### src/rtl/rs232_pkg.sv
// rs232_pkg: definitions shared by the RS-232 receiver and transmitter.
// Holds the receiver FSM state encoding, the data-bit count and the parity
// polarity. parity_bit() gives the parity bit a transmitter would send for a byte.
package rs232_pkg;

    typedef enum logic [2:0] {
        ST_IDLE   = 3'd0,
        ST_START  = 3'd1,
        ST_DATA   = 3'd2,
        ST_PARITY = 3'd3,
        ST_STOP   = 3'd4,
        ST_BREAK  = 3'd5
    } rs232_state_t;

    localparam int DATA_BITS = 8;

    // 0 = even parity: the parity bit equals the XOR of the data bits.
    localparam logic PARITY_ODD = 1'b0;

    function automatic logic parity_bit(input logic [DATA_BITS-1:0] data);
        return (^data) ^ PARITY_ODD;
    endfunction

endpackage

### src/rtl/rs232_rx_if.sv
// rs232_rx_if: signal bundle between the receiver and its user.
//   rx_i    serial line (idle high)
//   baud_i  bit period minus one, in clock cycles
//   psel_i  1 = a parity bit follows the data bits
//   d_o     received byte
//   dv_o    one-cycle strobe; d_o/perr_o/ferr_o are valid while it is high
//   perr_o  parity error of the strobed frame
//   ferr_o  framing error (stop bit sampled 0) of the strobed frame
//   busy_o  frame reception in progress
//   state_o FSM state, for debug
// Handshake: dv_o is a pure strobe with no ready; the consumer must take the
// byte in the cycle dv_o is high. The outputs hold until the next strobe.
// master: the user side (drives the line and config). slave: the receiver.
interface rs232_rx_if #(
    parameter int Width = 15
);
    import rs232_pkg::*;

    logic             rx_i;
    logic [Width-1:0] baud_i;
    logic             psel_i;
    logic [7:0]       d_o;
    logic             dv_o;
    logic             perr_o;
    logic             ferr_o;
    logic             busy_o;
    rs232_state_t     state_o;

    modport master (
        output rx_i, baud_i, psel_i,
        input  d_o, dv_o, perr_o, ferr_o, busy_o, state_o
    );

    modport slave (
        input  rx_i, baud_i, psel_i,
        output d_o, dv_o, perr_o, ferr_o, busy_o, state_o
    );

endinterface

### src/rtl/rs232_sync.sv
// rs232_sync: two-flop synchronizer for an asynchronous single-bit input.
// Resets to 1 so that an idle-high serial line causes no false edge after reset.
//   clk_i, rst_i  clock, asynchronous active-high reset
//   i_d           asynchronous input
//   o_q           synchronized output
module rs232_sync (
    input  logic clk_i,
    input  logic rst_i,
    input  logic i_d,
    output logic o_q
);
    logic [1:0] r_sync;

    always_ff @(posedge clk_i or posedge rst_i) begin
        if (rst_i) r_sync <= 2'b11;
        else       r_sync <= {r_sync[0], i_d};
    end

    assign o_q = r_sync[1];

endmodule

### src/rtl/rs232_rx.sv
// rs232_rx: UART receiver. Frame = start(0), 8 data bits LSB first,
// optional even parity bit, one stop bit(1).
//   clk_i, rst_i  clock, asynchronous active-high reset
//   bus           rs232_rx_if slave: rx_i, baud_i, psel_i in;
//                 d_o, dv_o, perr_o, ferr_o, busy_o, state_o out
// baud_i and psel_i are latched at the start edge, so they can change
// mid-frame without disturbing the frame in progress.
module rs232_rx
    import rs232_pkg::*;
#(
    parameter int Width = 15
) (
    input logic        clk_i,
    input logic        rst_i,
    rs232_rx_if.slave  bus
);
    logic                 w_rs;
    logic                 r_rs_d;
    logic                 w_fall;
    rs232_state_t         r_state;
    rs232_state_t         w_state_nx;
    logic [Width-1:0]     r_cnt;
    logic [Width-1:0]     r_baud;
    logic                 r_psel;
    logic [2:0]           r_idx;
    logic [DATA_BITS-1:0] r_shift;
    logic                 r_pbit;
    logic [7:0]           r_d;
    logic                 r_dv;
    logic                 r_perr;
    logic                 r_ferr;
    logic                 w_half;
    logic                 w_full;
    logic                 w_tick;

    rs232_sync u_sync (
        .clk_i (clk_i),
        .rst_i (rst_i),
        .i_d   (bus.rx_i),
        .o_q   (w_rs)
    );

    // Previous synchronized sample for start-edge detection.
    always_ff @(posedge clk_i or posedge rst_i) begin
        if (rst_i) r_rs_d <= 1'b1;
        else       r_rs_d <= w_rs;
    end

    assign w_fall = r_rs_d & ~w_rs;
    assign w_half = (r_cnt == (r_baud >> 1));
    assign w_full = (r_cnt == r_baud);

    always_comb begin
        w_state_nx = r_state;
        w_tick     = 1'b0;
        case (r_state)
            ST_IDLE: begin
                if (w_fall) w_state_nx = ST_START;
            end
            ST_START: begin
                // Mid-start-bit check; a high line here was only a glitch.
                if (w_half) begin
                    w_tick     = 1'b1;
                    w_state_nx = w_rs ? ST_IDLE : ST_DATA;
                end
            end
            ST_DATA: begin
                if (w_full) begin
                    w_tick = 1'b1;
                    if (r_idx == 3'd7) w_state_nx = r_psel ? ST_PARITY : ST_STOP;
                end
            end
            ST_PARITY: begin
                if (w_full) begin
                    w_tick     = 1'b1;
                    w_state_nx = ST_STOP;
                end
            end
            ST_STOP: begin
                // A low stop bit parks the FSM in BREAK until the line recovers.
                if (w_full) begin
                    w_tick     = 1'b1;
                    w_state_nx = w_rs ? ST_IDLE : ST_BREAK;
                end
            end
            ST_BREAK: begin
                if (w_rs) w_state_nx = ST_IDLE;
            end
            default: w_state_nx = ST_IDLE;
        endcase
    end

    always_ff @(posedge clk_i or posedge rst_i) begin
        if (rst_i) r_state <= ST_IDLE;
        else       r_state <= w_state_nx;
    end

    // Bit-period counter: runs only in the timed states, restarts on every
    // sample tick and on every state change.
    always_ff @(posedge clk_i or posedge rst_i) begin
        if (rst_i) begin
            r_cnt <= '0;
        end else if (w_tick || (w_state_nx != r_state) ||
                     r_state == ST_IDLE || r_state == ST_BREAK) begin
            r_cnt <= '0;
        end else begin
            r_cnt <= r_cnt + Width'(1);
        end
    end

    always_ff @(posedge clk_i or posedge rst_i) begin
        if (rst_i) begin
            r_baud  <= '0;
            r_psel  <= 1'b0;
            r_idx   <= 3'd0;
            r_shift <= '0;
            r_pbit  <= 1'b0;
            r_d     <= 8'h00;
            r_dv    <= 1'b0;
            r_perr  <= 1'b0;
            r_ferr  <= 1'b0;
        end else begin
            r_dv <= 1'b0;
            if (r_state == ST_IDLE && w_fall) begin
                r_baud <= bus.baud_i;
                r_psel <= bus.psel_i;
            end
            if (r_state == ST_START && w_tick) r_idx <= 3'd0;
            if (r_state == ST_DATA && w_tick) begin
                r_shift[r_idx] <= w_rs;
                r_idx          <= r_idx + 3'd1;
            end
            if (r_state == ST_PARITY && w_tick) r_pbit <= w_rs;
            if (r_state == ST_STOP && w_tick) begin
                r_d    <= r_shift;
                r_perr <= r_psel & (r_pbit ^ parity_bit(r_shift));
                r_ferr <= ~w_rs;
                r_dv   <= 1'b1;
            end
        end
    end

    assign bus.d_o     = r_d;
    assign bus.dv_o    = r_dv;
    assign bus.perr_o  = r_perr;
    assign bus.ferr_o  = r_ferr;
    assign bus.busy_o  = (r_state != ST_IDLE);
    assign bus.state_o = r_state;

endmodule

### src/flat_wrapper.sv
// flat-port wrapper written by rule: the top's interface ports become plain ports
module rs232_rx_flat import rs232_pkg::*;
#(
    parameter int Width = 15
)
  (clk_i, rst_i, bus_rx_i, bus_baud_i, bus_psel_i, bus_d_o, bus_dv_o, bus_perr_o, bus_ferr_o, bus_busy_o, bus_state_o);
  rs232_rx_if #(.Width(Width)) bus_i ();
  input logic clk_i;
  input logic rst_i;
  input wire logic [$bits(bus_i.rx_i)-1:0] bus_rx_i;
  input wire logic [$bits(bus_i.baud_i)-1:0] bus_baud_i;
  input wire logic [$bits(bus_i.psel_i)-1:0] bus_psel_i;
  output wire logic [$bits(bus_i.d_o)-1:0] bus_d_o;
  output wire logic [$bits(bus_i.dv_o)-1:0] bus_dv_o;
  output wire logic [$bits(bus_i.perr_o)-1:0] bus_perr_o;
  output wire logic [$bits(bus_i.ferr_o)-1:0] bus_ferr_o;
  output wire logic [$bits(bus_i.busy_o)-1:0] bus_busy_o;
  output wire logic [$bits(bus_i.state_o)-1:0] bus_state_o;
  assign bus_i.rx_i = bus_rx_i;
  assign bus_i.baud_i = bus_baud_i;
  assign bus_i.psel_i = bus_psel_i;
  assign bus_d_o = bus_i.d_o;
  assign bus_dv_o = bus_i.dv_o;
  assign bus_perr_o = bus_i.perr_o;
  assign bus_ferr_o = bus_i.ferr_o;
  assign bus_busy_o = bus_i.busy_o;
  assign bus_state_o = bus_i.state_o;
  rs232_rx #(.Width(Width)) u_core (.clk_i(clk_i), .rst_i(rst_i), .bus(bus_i));
endmodule
### config.mk
export PLATFORM = sky130hd
export DESIGN_NAME = rs232_rx_flat
export DESIGN_NICKNAME = d
export VERILOG_FILES = /design/src/rtl/rs232_pkg.sv /design/src/rtl/rs232_rx_if.sv /design/src/rtl/rs232_sync.sv /design/src/rtl/rs232_rx.sv /design/src/flat_wrapper.sv
export SDC_FILE = /design/constraint.sdc
export NUM_CORES = 1
export LEC_CHECK = 0
export BUFFER_PORTS_ARGS = -buffer_cell sky130_fd_sc_hd__buf_2
export CAP_MARGIN = 20
export CORE_AREA = 2 2 75 77
export CTS_BUF_LIST = sky130_fd_sc_hd__clkbuf_2
export DETAILED_ROUTE_END_ITERATION = 12
export DIE_AREA = 0 0 77 79
export PLACE_DENSITY_LB_ADDON = 0.2
export SYNTH_ARGS = -nofsm -noshare
export SYNTH_HDL_FRONTEND = slang
export SYNTH_SLANG_ARGS = --single-unit
### constraint.sdc
create_clock -name clk_i -period 2.5 [get_ports clk_i]
set_clock_uncertainty 0.05 [all_clocks]
set_input_delay 0.5 -clock clk_i [delete_from_list [all_inputs] [get_ports clk_i]]
set_output_delay 0.5 -clock clk_i [all_outputs]
set_load 0.02 [all_outputs]
==> metrics.md <==
| Metric | Value |
|---|---|
| Reg clk slew, reported paths | 0.15 ns |
| Startpoint type of the worst setup path | register |
| Max-cap viol count | 0 |
| Top FF cell, synth | dfrtp_1 |
| Final slew viol count | 0 |
| Final global-route overflow total | 0 |
| Initial antenna violation count | 0 |
| Die area | 6080 µm² |
| DRC viols | 0 |
| CTS tree | done |
| Combinational share of power | 27.3% |
| Crit Path Class | register to register |
| # setup viols final | 0 |
| Yosys top cell area share | 46.2% |
| RSZ-0062 raised after global routing | no |
| Worst-Margin Slew | roughly 0.63 ns |
| Worst skew pair latency | 0.49 ns |
| Final Net Count | 325 |
| Min cycle time layout | 2.14 ns |
| Cell area power density | 806 nW/µm² |
| Die height | 79 µm |
| Vias in the first global route | between 2k and 2.5k |
| Tot GR Track Use | 20.9% |
| Initial Util | slightly below 60% |
| Post-Syn Instances | around 270 |
| Sequential fraction of design power | 51.6% |
| TNS Setup | 0 ns |
| Hold WC Path Type | input pin to register |
| Seq cells post-synth | 60 |
| Fin worst setup slack | 0.361 ns |
| Final hold vios | 0 |
| Post-Syn Area | ~3100 µm² |
| Via Count | 2038 |
| 1st-iter DRT viols | 167 |
| Total CTS buffers | 9 |
| CP Data Required Time | 2.83 ns |
| Worst slew margin | 57.9% |
| Max Root-Sink Buffers | 2 |
| Standby leakage power | 1.63 nW |
| Pre-CTS setup slack | 0.348 ns |
| Worst Hold Endpoint | u_core.u_sync.r_sync[0]$_DFF_PP1_ |
| Clock Power Share | 21.2% |
| Tcrit/Tclk final | 85.6% |
| DRT antenna net count | 0 |
| Peak VDD IR | roughly 0.00054 V |
| Post-DP HPWL | between 3000 and 4000 µm |
| Core area | approximately 5300 µm² |
| Hold depth | 1 |
| CTS H-Tree Depth | 3 |
| FF-to-FF Start | u_core.r_cnt[1]$_DFF_PP0_ |
| Syn Nets | 289 |
| Crit path DAT | between 2 and 2.5 ns |
| Via density | 5.36 |
| Hold path start | bus_rx_i |
| Layout area overhead | 10.9% |
| Largest cells by area after synthesis | dfrtp_1, xnor2_1, mux2_2 |
| EDFF count, synth | 0 |
| Ant diodes | 0 |
| First-pass GRT wire length | around 10000 µm |
| Yosys Warn Count | 0 |
| RePlAce Congestion | approximately 0.84 |
| Chip width | roughly 77 µm |
| CP Capture Type | register |
| Switch share | 34.2% |
| Yosys cell types | 47 |
| Reg2reg setup slack | 0.36 ns |
| Power Internal | 0.00181 W |
| Clk sinks | 60 |
| RR Endpoint | u_core.bus.d_o[6]$_DFFE_PP0P_ |
| DR WL/cell | 14.7 µm |
| Total wire length | 5600 µm |
| Mean Syn Cell Area | roughly 12 µm² |
| Outcome | complete, no violations |
| Layout cells sized above 1 | 28.2% |
| Drt pass-1 iters | 5 |
| FMAX | 468 MHz |
| Root Buffer | clkbuf_2 |
| Share of flip-flops with an asynchronous set or reset | 100% |
| Post-CTS setup buffers | 0 |
| Sequential area share after synthesis | between 40% and 50% |
| Row Count | 27 |
| Post-CTS Resized | 0 |
| IO Port Bufs | 33 |
| Crit Path Max Fanout | 11 |
| Worst-case reg-to-reg path depth | 6 |
| I/O Pins | 34 |
| Area leader, netlist | dfrtp_1 |
| Largest net degree at the start of global routing | 36 |
| Switching Power | 0.000943 W |
-- worst max path at each step --
| stage | start | endpoint | cells past startpoint |
|---|---|---|---|
| finish | u_core.r_cnt[1]$_DFF_PP0_ | u_core.bus.d_o[6]$_DFFE_PP0P_ | 6 |
| global route | u_core.r_cnt[1]$_DFF_PP0_ | u_core.bus.d_o[6]$_DFFE_PP0P_ | 6 |
| CTS | u_core.r_cnt[12]$_DFF_PP0_ | u_core.bus.d_o[6]$_DFFE_PP0P_ | 6 |
| detailed placement | u_core.r_cnt[12]$_DFF_PP0_ | u_core.bus.d_o[6]$_DFFE_PP0P_ | 6 |
| global placement | u_core.r_cnt[8]$_DFF_PP0_ | u_core.bus.d_o[6]$_DFFE_PP0P_ | 6 |
| floorplan | rst_i | u_core.bus.d_o[0]$_DFFE_PP0P_ | 1 |
-- through the flow --
step	hold WS, ns	cells	total power, W	util [%]	instance area [µm²]
finish	0.0589	380	0.00276	64.1	3420
global route	0.0155	380	0.00292	64.1	3420
CTS	0.0131	380	0.00279	64.1	3420
detailed placement	0.297	363	0.00220	61.9	3310
global placement	0.296	363	0.00218	61.9	3310
floorplan	0.295	267	0.00202	-	3080
-- cells in the mapped netlist (all sizes together), types with 2 or more instances --
cell type and instances:
nor4 4, nor2b 2, nor3 14, ha 3
o21ai 3, o22ai 2, xor2 19, nand2 10
and2 2, buf 12, nor2 14, dfstp 3
dfrtp 57, a32oi 2, clkbuf 3, inv 8
nand3 10, mux2i 2, and3 6, nand4 11
mux2 33, xnor2 32, a21oi 3
-- sequential cells by signal (all words and copies together) (netlist names) --
signal / count
u_core.r_shift: 8
u_core.r_idx: 3
u_core.r_cnt: 15
u_core.bus.d_o: 8
u_core.bus.ferr_o: 1
u_core.bus.dv_o: 1
u_core.r_pbit: 1
u_core.r_rs_d: 1
u_core.r_psel: 1
u_core.u_sync.r_sync: 2
u_core.bus.state_o: 3
u_core.bus.perr_o: 1
u_core.r_baud: 15
-- metal layers --
metal	global-route usage, %	vias up	part of all wire (%)
li1	-	1005	-
met1	25.3	981	45
met2	35.8	43	49
met3	4.20	9	3.1
met4	10.2	0	2.0
met5	0	-	0
-- what timing repair did --
action,CTS,global route
endpoints found under the setup margin,0,0
hold buffers,1,0
hold endpoints to repair,22,0
-- cell usage in the layout, fill, tap and decap left out, drive strengths merged, types with 2 or more instances in the layout --
cell    netlist  routed
nand4        11      11
o21ai         3       3
dfrtp        57      57
and2          2       2
xnor2        32      32
xor2         19      19
clkinv        0       2
nor2         14      14
buf          12      39
nor3         14      14
o22ai         2       2
a21oi         3       3
clkbuf        3      13
mux2i         2       2
and3          6       6
nand2        10      10
nand3        10      10
dfstp         3       3
a32oi         2       2
inv           8       8
nor4          4       4
mux2         33      33
ha            3       3
nor2b         2       2
-- cell type report --
class	instances	area, µm²
Tap cell	72	90.1
Clock buffer	13	65.1
Fill cell	451	1920
Multi-Input combinational cell	184	1460
Sequential cell	60	1510
Inverter	8	30.0
Timing Repair Buffer	40	233
Clock inverter	3	38.8
-- cell families (layout without fill, tap and decap cells) --
| group | Yosys count | in the layout | share of synthesized area [%] |
|---|---|---|---|
| and+or+nand+nor | 79 | 79 | 14.1 |
| DFF | 60 | 60 | 48.8 |
| xor gates and xnor gates | 51 | 51 | 14.7 |
| muxes | 35 | 35 | 13.5 |
| buffers and inverters | 23 | 64 | 3.93 |
| AOI/OAI and AO/OA | 16 | 16 | 3.69 |
| adders and majority gates | 3 | 3 | 1.22 |
-- power by group through the flow --
stage | clock network [W] | registers, W | logic, W
global placement | 0 | 0.00144 | 0.000746
detailed placement | 0 | 0.00144 | 0.000761
finish | 0.000583 | 0.00142 | 0.000751
global route | 0.000635 | 0.00145 | 0.000829
CTS | 0.000601 | 0.00142 | 0.000766
floorplan | 0 | 0.00134 | 0.000680
-- worst max-delay path, stage by stage (launching register included) --
cell     delay (ns)
dfrtp_1        0.47
xnor2_1        0.18
nand4_1        0.16
nor4_4         0.21
and2_1         0.22
nand3_2        0.33
mux2_1         0.42
No activity file was read; power rests on OpenSTA's default activity.
